==> config.mk <==
export PLATFORM = sky130hd
export DESIGN_NAME = round_key_sequencer
export DESIGN_NICKNAME = d
export VERILOG_FILES = /design/src/rtl/round_key_sequencer.sv
export SDC_FILE = /design/constraint.sdc
export NUM_CORES = 2
export LEC_CHECK = 0
export ABC_AREA = 1
export CAP_MARGIN = 40
export CORE_MARGIN = 1
export CORE_UTILIZATION = 50
export CTS_BUF_LIST = sky130_fd_sc_hd__clkbuf_8
export DETAILED_ROUTE_END_ITERATION = 16
export GPL_ROUTABILITY_DRIVEN = 0
export PLACE_DENSITY = 0.74
export SYNTH_ARGS = -nofsm -noshare
export SYNTH_HDL_FRONTEND = slang
export SYNTH_SLANG_ARGS = --single-unit
==> constraint.sdc <==
create_clock -name clk -period 7.8 [get_ports clk]
set_clock_uncertainty 0.2 [all_clocks]
set_input_delay 1.56 -clock clk [delete_from_list [all_inputs] [get_ports clk]]
set_output_delay 1.56 -clock clk [all_outputs]
set_load 0.005 [all_outputs]
==> src/rtl/round_key_sequencer.sv <==
// round_key_sequencer
// AddRoundKey engine for an iterative block cipher. Holds NR+1 round keys and
// XORs the correct key into the cipher state on every round, in forward order
// for encryption and reverse order for decryption.
//
// Handshakes: every channel (in, out, fb) transfers on a cycle where its
// valid and ready are both high; a valid may be presented at any time, and
// ready never depends on the same channel's valid.
//
// Ports:
//   clk, reset        clock; asynchronous active-low reset
//   key_wr_*          round-key load port (IDLE only, idx 0..NR)
//   key_wr_err        one-cycle pulse after a rejected key write
//   keys_ready        every key slot loaded since reset (sticky)
//   in_*              block input channel; in_decrypt selects key order
//   out_*             keyed state output with its round number and last flag
//   fb_*              state returned from the external round function
//   dbg_state         current FSM state (0 IDLE, 1 OUT, 2 FB)
module round_key_sequencer #(
  parameter  int DATA_W = 128,
  parameter  int NR     = 10,
  localparam int IDX_W  = $clog2(NR + 1)
) (
  input  logic              clk,
  input  logic              reset,
  input  logic              key_wr_en,
  input  logic [IDX_W-1:0]  key_wr_idx,
  input  logic [DATA_W-1:0] key_wr_data,
  output logic              key_wr_err,
  output logic              keys_ready,
  input  logic              in_valid,
  output logic              in_ready,
  input  logic [DATA_W-1:0] in_data,
  input  logic              in_decrypt,
  output logic              out_valid,
  input  logic              out_ready,
  output logic [DATA_W-1:0] out_data,
  output logic [IDX_W-1:0]  out_round,
  output logic              out_last,
  input  logic              fb_valid,
  output logic              fb_ready,
  input  logic [DATA_W-1:0] fb_data,
  output logic [1:0]        dbg_state
);

  localparam logic [IDX_W-1:0] LAST = IDX_W'(NR);

  typedef enum logic [1:0] {
    S_IDLE = 2'd0,
    S_OUT  = 2'd1,
    S_FB   = 2'd2
  } state_e;

  state_e              state_q, state_d;
  logic [DATA_W-1:0]   key_mem [NR+1];
  logic [NR:0]         loaded_q;
  logic                decrypt_q;
  logic [DATA_W-1:0]   out_data_q, out_data_d;
  logic [IDX_W-1:0]    out_round_q, out_round_d;
  logic                key_wr_err_q;
  logic                accept, fb_fire, wr_ok;
  logic [IDX_W-1:0]    rd_idx;
  logic [DATA_W-1:0]   rd_key;

  // Decryption walks the key schedule backwards.
  function automatic logic [IDX_W-1:0] key_idx(input logic dec, input logic [IDX_W-1:0] rnd);
    return dec ? (LAST - rnd) : rnd;
  endfunction

  assign keys_ready = &loaded_q;
  assign accept     = (state_q == S_IDLE) & keys_ready & in_valid;
  assign fb_fire    = (state_q == S_FB) & fb_valid;
  assign wr_ok      = (state_q == S_IDLE) & (key_wr_idx <= LAST);

  // In IDLE the key for round 0 uses the mode being offered right now; in FB
  // the latched mode selects the key of the next round.
  always_comb begin
    rd_idx = '0;
    if (state_q == S_IDLE) rd_idx = key_idx(in_decrypt, '0);
    else                   rd_idx = key_idx(decrypt_q, out_round_q + 1'b1);
    rd_key = key_mem[rd_idx];
  end

  // ---------------- FSM: state register ----------------
  always_ff @(posedge clk or negedge reset) begin
    if (!reset) state_q <= S_IDLE;
    else        state_q <= state_d;
  end

  // ---------------- FSM: next state ----------------
  always_comb begin
    state_d = state_q;
    case (state_q)
      S_IDLE:  if (accept) state_d = S_OUT;
      S_OUT:   if (out_ready) state_d = out_last ? S_IDLE : S_FB;
      S_FB:    if (fb_valid) state_d = S_OUT;
      default: state_d = S_IDLE;
    endcase
  end

  // ---------------- FSM: outputs ----------------
  always_comb begin
    in_ready  = (state_q == S_IDLE) & keys_ready;
    out_valid = (state_q == S_OUT);
    fb_ready  = (state_q == S_FB);
    dbg_state = state_q;
  end

  // ---------------- datapath ----------------
  always_comb begin
    out_data_d  = out_data_q;
    out_round_d = out_round_q;
    if (accept) begin
      out_data_d  = in_data ^ rd_key;
      out_round_d = '0;
    end else if (fb_fire) begin
      out_data_d  = fb_data ^ rd_key;
      out_round_d = out_round_q + 1'b1;
    end
  end

  always_ff @(posedge clk or negedge reset) begin
    if (!reset) begin
      out_data_q   <= '0;
      out_round_q  <= '0;
      decrypt_q    <= 1'b0;
      loaded_q     <= '0;
      key_wr_err_q <= 1'b0;
    end else begin
      out_data_q   <= out_data_d;
      out_round_q  <= out_round_d;
      if (accept) decrypt_q <= in_decrypt;
      if (key_wr_en && wr_ok) loaded_q[key_wr_idx] <= 1'b1;
      key_wr_err_q <= key_wr_en & ~wr_ok;
    end
  end

  // Key storage is deliberately not reset; the loaded bitmap tracks validity.
  // A write coinciding with an accept lands after the accept has read the key.
  always_ff @(posedge clk) begin
    if (key_wr_en && wr_ok) key_mem[key_wr_idx] <= key_wr_data;
  end

  assign out_data   = out_data_q;
  assign out_round  = out_round_q;
  assign out_last   = (out_round_q == LAST);
  assign key_wr_err = key_wr_err_q;

endmodule

Word-level counts from Yosys, hierarchy flattened
Memory sizes are Yosys's and may differ from the RTL's.
Index checks and enable logic that the tools add are counted.
- register bits after elaboration: 147
- RAM bits: 1408
- input bits: 395
- output and inout bits: 140
- logic and storage cells: 49
- memories kept: 1
- memory list (memory ; words ; width ; read ports ; clocked after Yosys merged registers in ; wr ports ; line ; RTL):
    key_mem ; 11 ; 128 ; 1 ; 0 ; 1 ; 55 ; logic [DATA_W-1:0] key_mem [NR+1];
- $add $sub $neg: 2
- magnitude comparators: 3
- equal/unequal tests: 6
- mux-type cells: 16
- bitwise operators: 9
- reduce and logical (&&, ||, !) cells: 6
- operators with widths (operator ; count):
    2-to-1 mux 128 bit ; 2
    XOR 128 bit ; 2
    2-to-1 mux 4 bit ; 5
    bitwise OR 11 bit ; 1
    AND reduction 11 bit ; 1
    2-to-1 mux 2 bit ; 4
    one-hot mux 2 bit (3 select lines) ; 1
    AND 1 bit ; 5
    less-than comparator 4 x 5 -> 1 bit (second input constant) ; 1
    adder 4 x 1 -> 4 bit (second input constant) ; 1
    demux 1 bit (select 4 bit) ; 1
    equality test 4 bit (second input constant) ; 1
    >= comparator 4 x 1 -> 1 bit (second input constant) ; 1
    less-or-equal comparator 4 bit (second input constant) ; 1
    inequality test 2 bit (second input constant) ; 2
    subtractor 4 bit (first input constant) ; 1
    2-to-1 mux 1 bit ; 3
    AND reduction 3 bit ; 1
    equality test 2 x 1 -> 1 bit (second input constant) ; 1
    equality test 2 bit (second input constant) ; 1
    logical AND 1 bit ; 2
    zero test 2 bit ; 1
    inequality test 2 x 1 -> 1 bit (second input constant) ; 1
    nonzero test 2 bit ; 1
    inverter 1 bit ; 1

Logic depth before layout (Yosys ltp)
An unclocked memory read counts as a cell.
- word-level depth: 8
- depth in mapped cells: 19
- gate-level depth less buffers: 16

Worst setup path after synthesis
OpenSTA, ideal clock, no wires.
- kind: input -> register
- from: input port key_wr_idx[1]
- to: register loaded_q[0]
- setup time: 0.099 ns
- data arrival time: 7.913 ns
- data required time: 7.501 ns
- path slack: -0.412 ns
- stages on the path: 8
- buffers on the path: 0
- cell sequence: nand2_1 > nand2_1 > nand2_1 > nand3_1 > inv_1 > nand2_1 > nor2_1 > or2_2
- word-level cells in the longest chain between the ends: 5
- RTL lines (element ; line ; RTL):
    start: declaration ; 27 ; input logic [IDX_W-1:0] key_wr_idx,
    less-than comparator 4 x 5 -> 1 bit (not written as such) / >= comparator 4 x 1 -> 1 bit (equally long branches) ; 133 ; if (key_wr_en && wr_ok) loaded_q[key_wr_idx] <= 1'b1;
    logical AND 1 bit (not written as such) ; 133 ;
    2-to-1 mux 1 bit (not written as such) ; 133 ;
    demux 1 bit (select 4 bit) ; 133 ;
    bitwise OR 11 bit (no source line) ; -- ;
    end signal: assignment ; 127 ; loaded_q <= '0;
    end signal: indexed assignment ; 133 ;
    end: declaration ; 56 ; logic [NR:0] loaded_q;
Parallel ways exist; a longest one is shown, timed or not.
A chain may end at the register's enable or synchronous reset.

Worst setup path in the final report
- from: register out_round_q[0] (netlist: out_round[0])
- to: register out_data_q[39] (netlist: out_data[39])
- word-level cells in the longest chain between the ends: 8
- RTL lines (element ; line ; RTL):
    start: declaration ; 59 ; logic [IDX_W-1:0] out_round_q, out_round_d;
    start signal: assignment ; 131 ; out_round_q <= out_round_d;
    adder 4 x 1 -> 4 bit (*) ; 80 ; else rd_idx = key_idx(decrypt_q, out_round_q + 1'b1);
    subtractor 4 bit ; 67 ; return dec ? (LAST - rnd) : rnd;
    2-to-1 mux 4 bit (*) ; 67 ;
    2-to-1 mux 4 bit (*) ; 79 ; if (state_q == S_IDLE) rd_idx = key_idx(in_decrypt, '0);
    memory read (11 x 128 bit) (*) ; -- ;
    XOR 128 bit ; 117 ; out_data_d = fb_data ^ rd_key;
    2-to-1 mux 128 bit ; 116 ; end else if (fb_fire) begin
    2-to-1 mux 128 bit (*) ; 113 ; if (accept) begin
    end signal: assignment ; 130 ; out_data_q <= out_data_d;
    end: declaration ; 58 ; logic [DATA_W-1:0] out_data_q, out_data_d;
Every way passes the cells marked *; elsewhere a longest branch is shown, timed or not. The select of a mux whose other input is x is not followed.

==> results.md <==
* Run status: finished clean
* Fill cell instance count of the final layout at 11500
* Tot GR Track Use at 27.0%
* Cts-stage hold buffer count at 0
* Final Hold Slack at 0.273 ns
* Instance count along the most critical hold path at 1
* Antenna violations before repair at 13
* Maximum buffer depth of the clock tree at 3
* Syn-to-layout area delta at 16.7%
* Post-synth ARST share at 9.45%
* Period Utilization, post-route at 70.0%
* Pwr per Cell Area at 218 nW/µm²
* Via density per instance at 5.35
* Starting density of the core at 50.6%
* Max VDD drop at 0.153 mV
* Post-route cell area at 82500 µm²
* Drt initial violations at 4977
* Fraction of the mapped netlist area in simple logic gates at 24.3%
* Required time at the worst-slack endpoint at 8.39 ns
* CTS clock-pin slew for the worst setup and hold paths at 0.06 ns
* Number of CTS-inserted buffers at 239
* Number of top-level design ports at 535
* Area taken by multi-input logic gates at 19200 µm²
* Sum of internal, switching and leakage power at 18.0 mW
* Area share of the largest cell type after synthesis at 59.8%
* Most common cell after layout, fill and taps aside: nand2_1
* Worst Reg2Reg Path Length in Cells at 16
* Detail-routed net length per standard cell at 19.5 µm
* Quantity of I/O buffers inserted on ports at 534
* Core region area at 140000 µm²
* Min-Delay Path Class: reg -> reg
* Tmin final at 5.46 ns
* Hold worst-path end: loaded_q[5]
* Worst r2r src: out_round[0]
* Chip Width at 378 µm
* Total congestion overflow after global routing at 0
* TNS Setup at 0 ns
* Synth top area cells: edfxtp_1, nand2_1, nand3_1, inv_1, dfrtp_1
* Register area at 46000 µm²
* Critical setup path kind: reg -> reg
* Cells after Synth at 7413
* Via count of the first global-routing pass at 51600
* Placed wire-length estimate after detailed placement at 106000 µm
* Average cell area after synthesis at 9.54 µm²
* Setup repair after global routing missed its margin: false
* Number of nets in the finished design at 8247
* Synth area leader: edfxtp_1
* Row count at 137
* Remaining antenna violation count at 0
* Beginning of the worst hold path: loaded_q[5]
* #FFs+latches synth at 1555
* Worst Setup Start Kind: register
* Fraction of layout instances using a drive strength above 1 at 6.41%
* Pins over their slew limit at 0
* Number of synthesized flops with an enable pin at 1408
* CTS tree: done
* Longest individual stage delay on the worst path at 0.69 ns
* Worst R2R Setup Slack at 2.34 ns
* Peak Freq at 0.183 GHz
* Tightest Pin Transition at 1.27 ns
* Skew-Pair Late Insertion Delay at 0.95 ns
* Prevailing post-synth register cell: edfxtp_1
* Portion of the post-synthesis area used by sequential elements at 65.0%
* Worst EP arrival at 6.05 ns
* Final Hold Vio Count at 0
* Adder-cell share of the synthesized area at 0.0354%
* Final routed DRC violation total at 0
* Placement-stage cell area at 77900 µm²
* Max Fanout on Critical Path at 89
* Worst-path cell chain: inv_2 > ha_1 > o21ai_1 > inv_1 > nand2_1 > nand2_1 > nand3_2 > nand2_8 > inv_6 > buf_16 > buf_4 > nand2_1 > nand2_1 > nand2_1 > nand3_1 > nand2_1
* Leakage power figure at 36.4 nW
* Critical Path End Type: register
* Reg-to-Reg End: out_data[39]
* Number of nets in the synthesized netlist at 7810
* Number of maximum-capacitance constraint violations at 0
* Slew Limit Headroom at 15.1%
* First-pass GRT wire length at 295000 µm
* Final wirelength at 194000 µm
* CTS sink cnt at 1555
* Area fraction in compound gates after synthesis at 2.61%
* Total number of vias at 53200
* Number of distinct library cell variants in the gate-level netlist after synthesis at 30
* Dominant combinational cell family by area after synthesis: simple AND/OR/NAND/NOR gates
* H-tree depth reported by CTS at 4
* Largest net degree at the start of global routing at 231
* Die area at 143000 µm²
* Count of warnings emitted by yosys at 0
* Post-CTS Setup Repair Bufs at 0
* CP dominant cell by count: nand2_1
* Synth Cell Area at 70800 µm²
* Slowest stage cell on the critical path: inv_2
* Parity-gate share of the synthesized area counting xor and xnor cells at 0%
* Die Span Y at 378 µm
* Post-cts repair resize count at 0
* Clock tree root buffer cell: clkbuf_8
* Number of iterations in the first detailed-routing pass at 6
* Top library cells by usage in the layout, fill and taps aside: nand2_1, edfxtp_1, inv_1
* Fraction of synthesized area in multiplexers at 0%
* Number of setup violations in the final report at 0
critical path, delay by kind of cell, from the launching register on:
family | cells | cell delay [ns]
flip-flops | 1 | 0.51
AND/OR/NAND/NOR | 9 | 1.63
buffers and inverters | 5 | 2.29
AO/OA/AOI/OAI | 1 | 0.17
adder cells (fa/ha/maj) | 1 | 0.40
area by class of cell:
type | count | share of cell area, %
inverters | 1056 | 4.81
clock inverters | 193 | 1.33
diodes | 7 | 0.0212
repair buffers | 605 | 7.68
multi-input cells | 4393 | 23.3
flip-flops and latches | 1555 | 55.7
well taps | 1876 | 2.84
clock buffers | 260 | 4.34
flip-flops by register name, indices dropped and copies added (netlist names):
name / count
key_mem: 1408
out_data: 128
loaded_q: 11
out_round: 4
dbg_state: 2
decrypt_q: 1
key_wr_err: 1
kinds of logic after synthesis:
| logic type | count (synthesis) |
|---|---|
| simple gates | 4060 |
| flops | 1555 |
| compound gates | 331 |
| fa+ha+maj | 2 |
| buf+inv | 1465 |
synthesized netlist by cell type, types with 70 or more instances:
cell type  number
nand2_1      2607
edfxtp_1     1408
inv_1        1048
nand3_1       928
nor2_1        227
o21ai_0       188
clkbuf_1      186
buf_2         177
nand4_1       162
dfrtp_1       147
or2_2          90
o21a_1         70
where the power goes:
part	internal, mW	total [mW]	switching [mW]	leakage [nW]
Clock	3.33	6.58	3.25	2.71
Combinational	0.822	1.84	1.02	19.2
Sequential	9.38	9.56	0.182	14.5
Total	13.5	18.0	4.46	36.4
metrics by stage:
step	utilization [%]	setup WS [ns]	std cells
6_report	59.0	2.34	9945
5_1_grt	59.0	2.06	9941
4_1_cts	59.0	2.38	9938
3_5_place_dp	55.7	2.03	9485
3_3_place_gp	55.5	2.03	9474
2_1_floorplan	-	-0.412	7413
worst max-delay path by stage:
| stage | endpoint | startpoint | cells after the start | slack, ns |
|---|---|---|---|---|
| 2_1_floorplan | loaded_q[0] | key_wr_idx[1] | 8 | -0.41 |
| 4_1_cts | out_data[39] | out_round[0] | 16 | 2.38 |
| 3_5_place_dp | out_data[20] | in_decrypt | 12 | 2.03 |
| 3_3_place_gp | out_data[22] | in_decrypt | 11 | 2.03 |
| 5_1_grt | out_data[37] | out_round[0] | 16 | 2.06 |
| 6_report | out_data[39] | out_round[0] | 16 | 2.34 |
layer usage:
metal / part of all wire, % / up-vias / GRT usage [%]
li1: - / 24900 / -
met1: 40 / 25500 / 35.1
met2: 48 / 2298 / 44.6
met3: 8.4 / 452 / 4.94
met4: 3.6 / 16 / 11.0
met5: 0.058 / - / 0
Note: power is estimated with default switching activity, not from simulation.
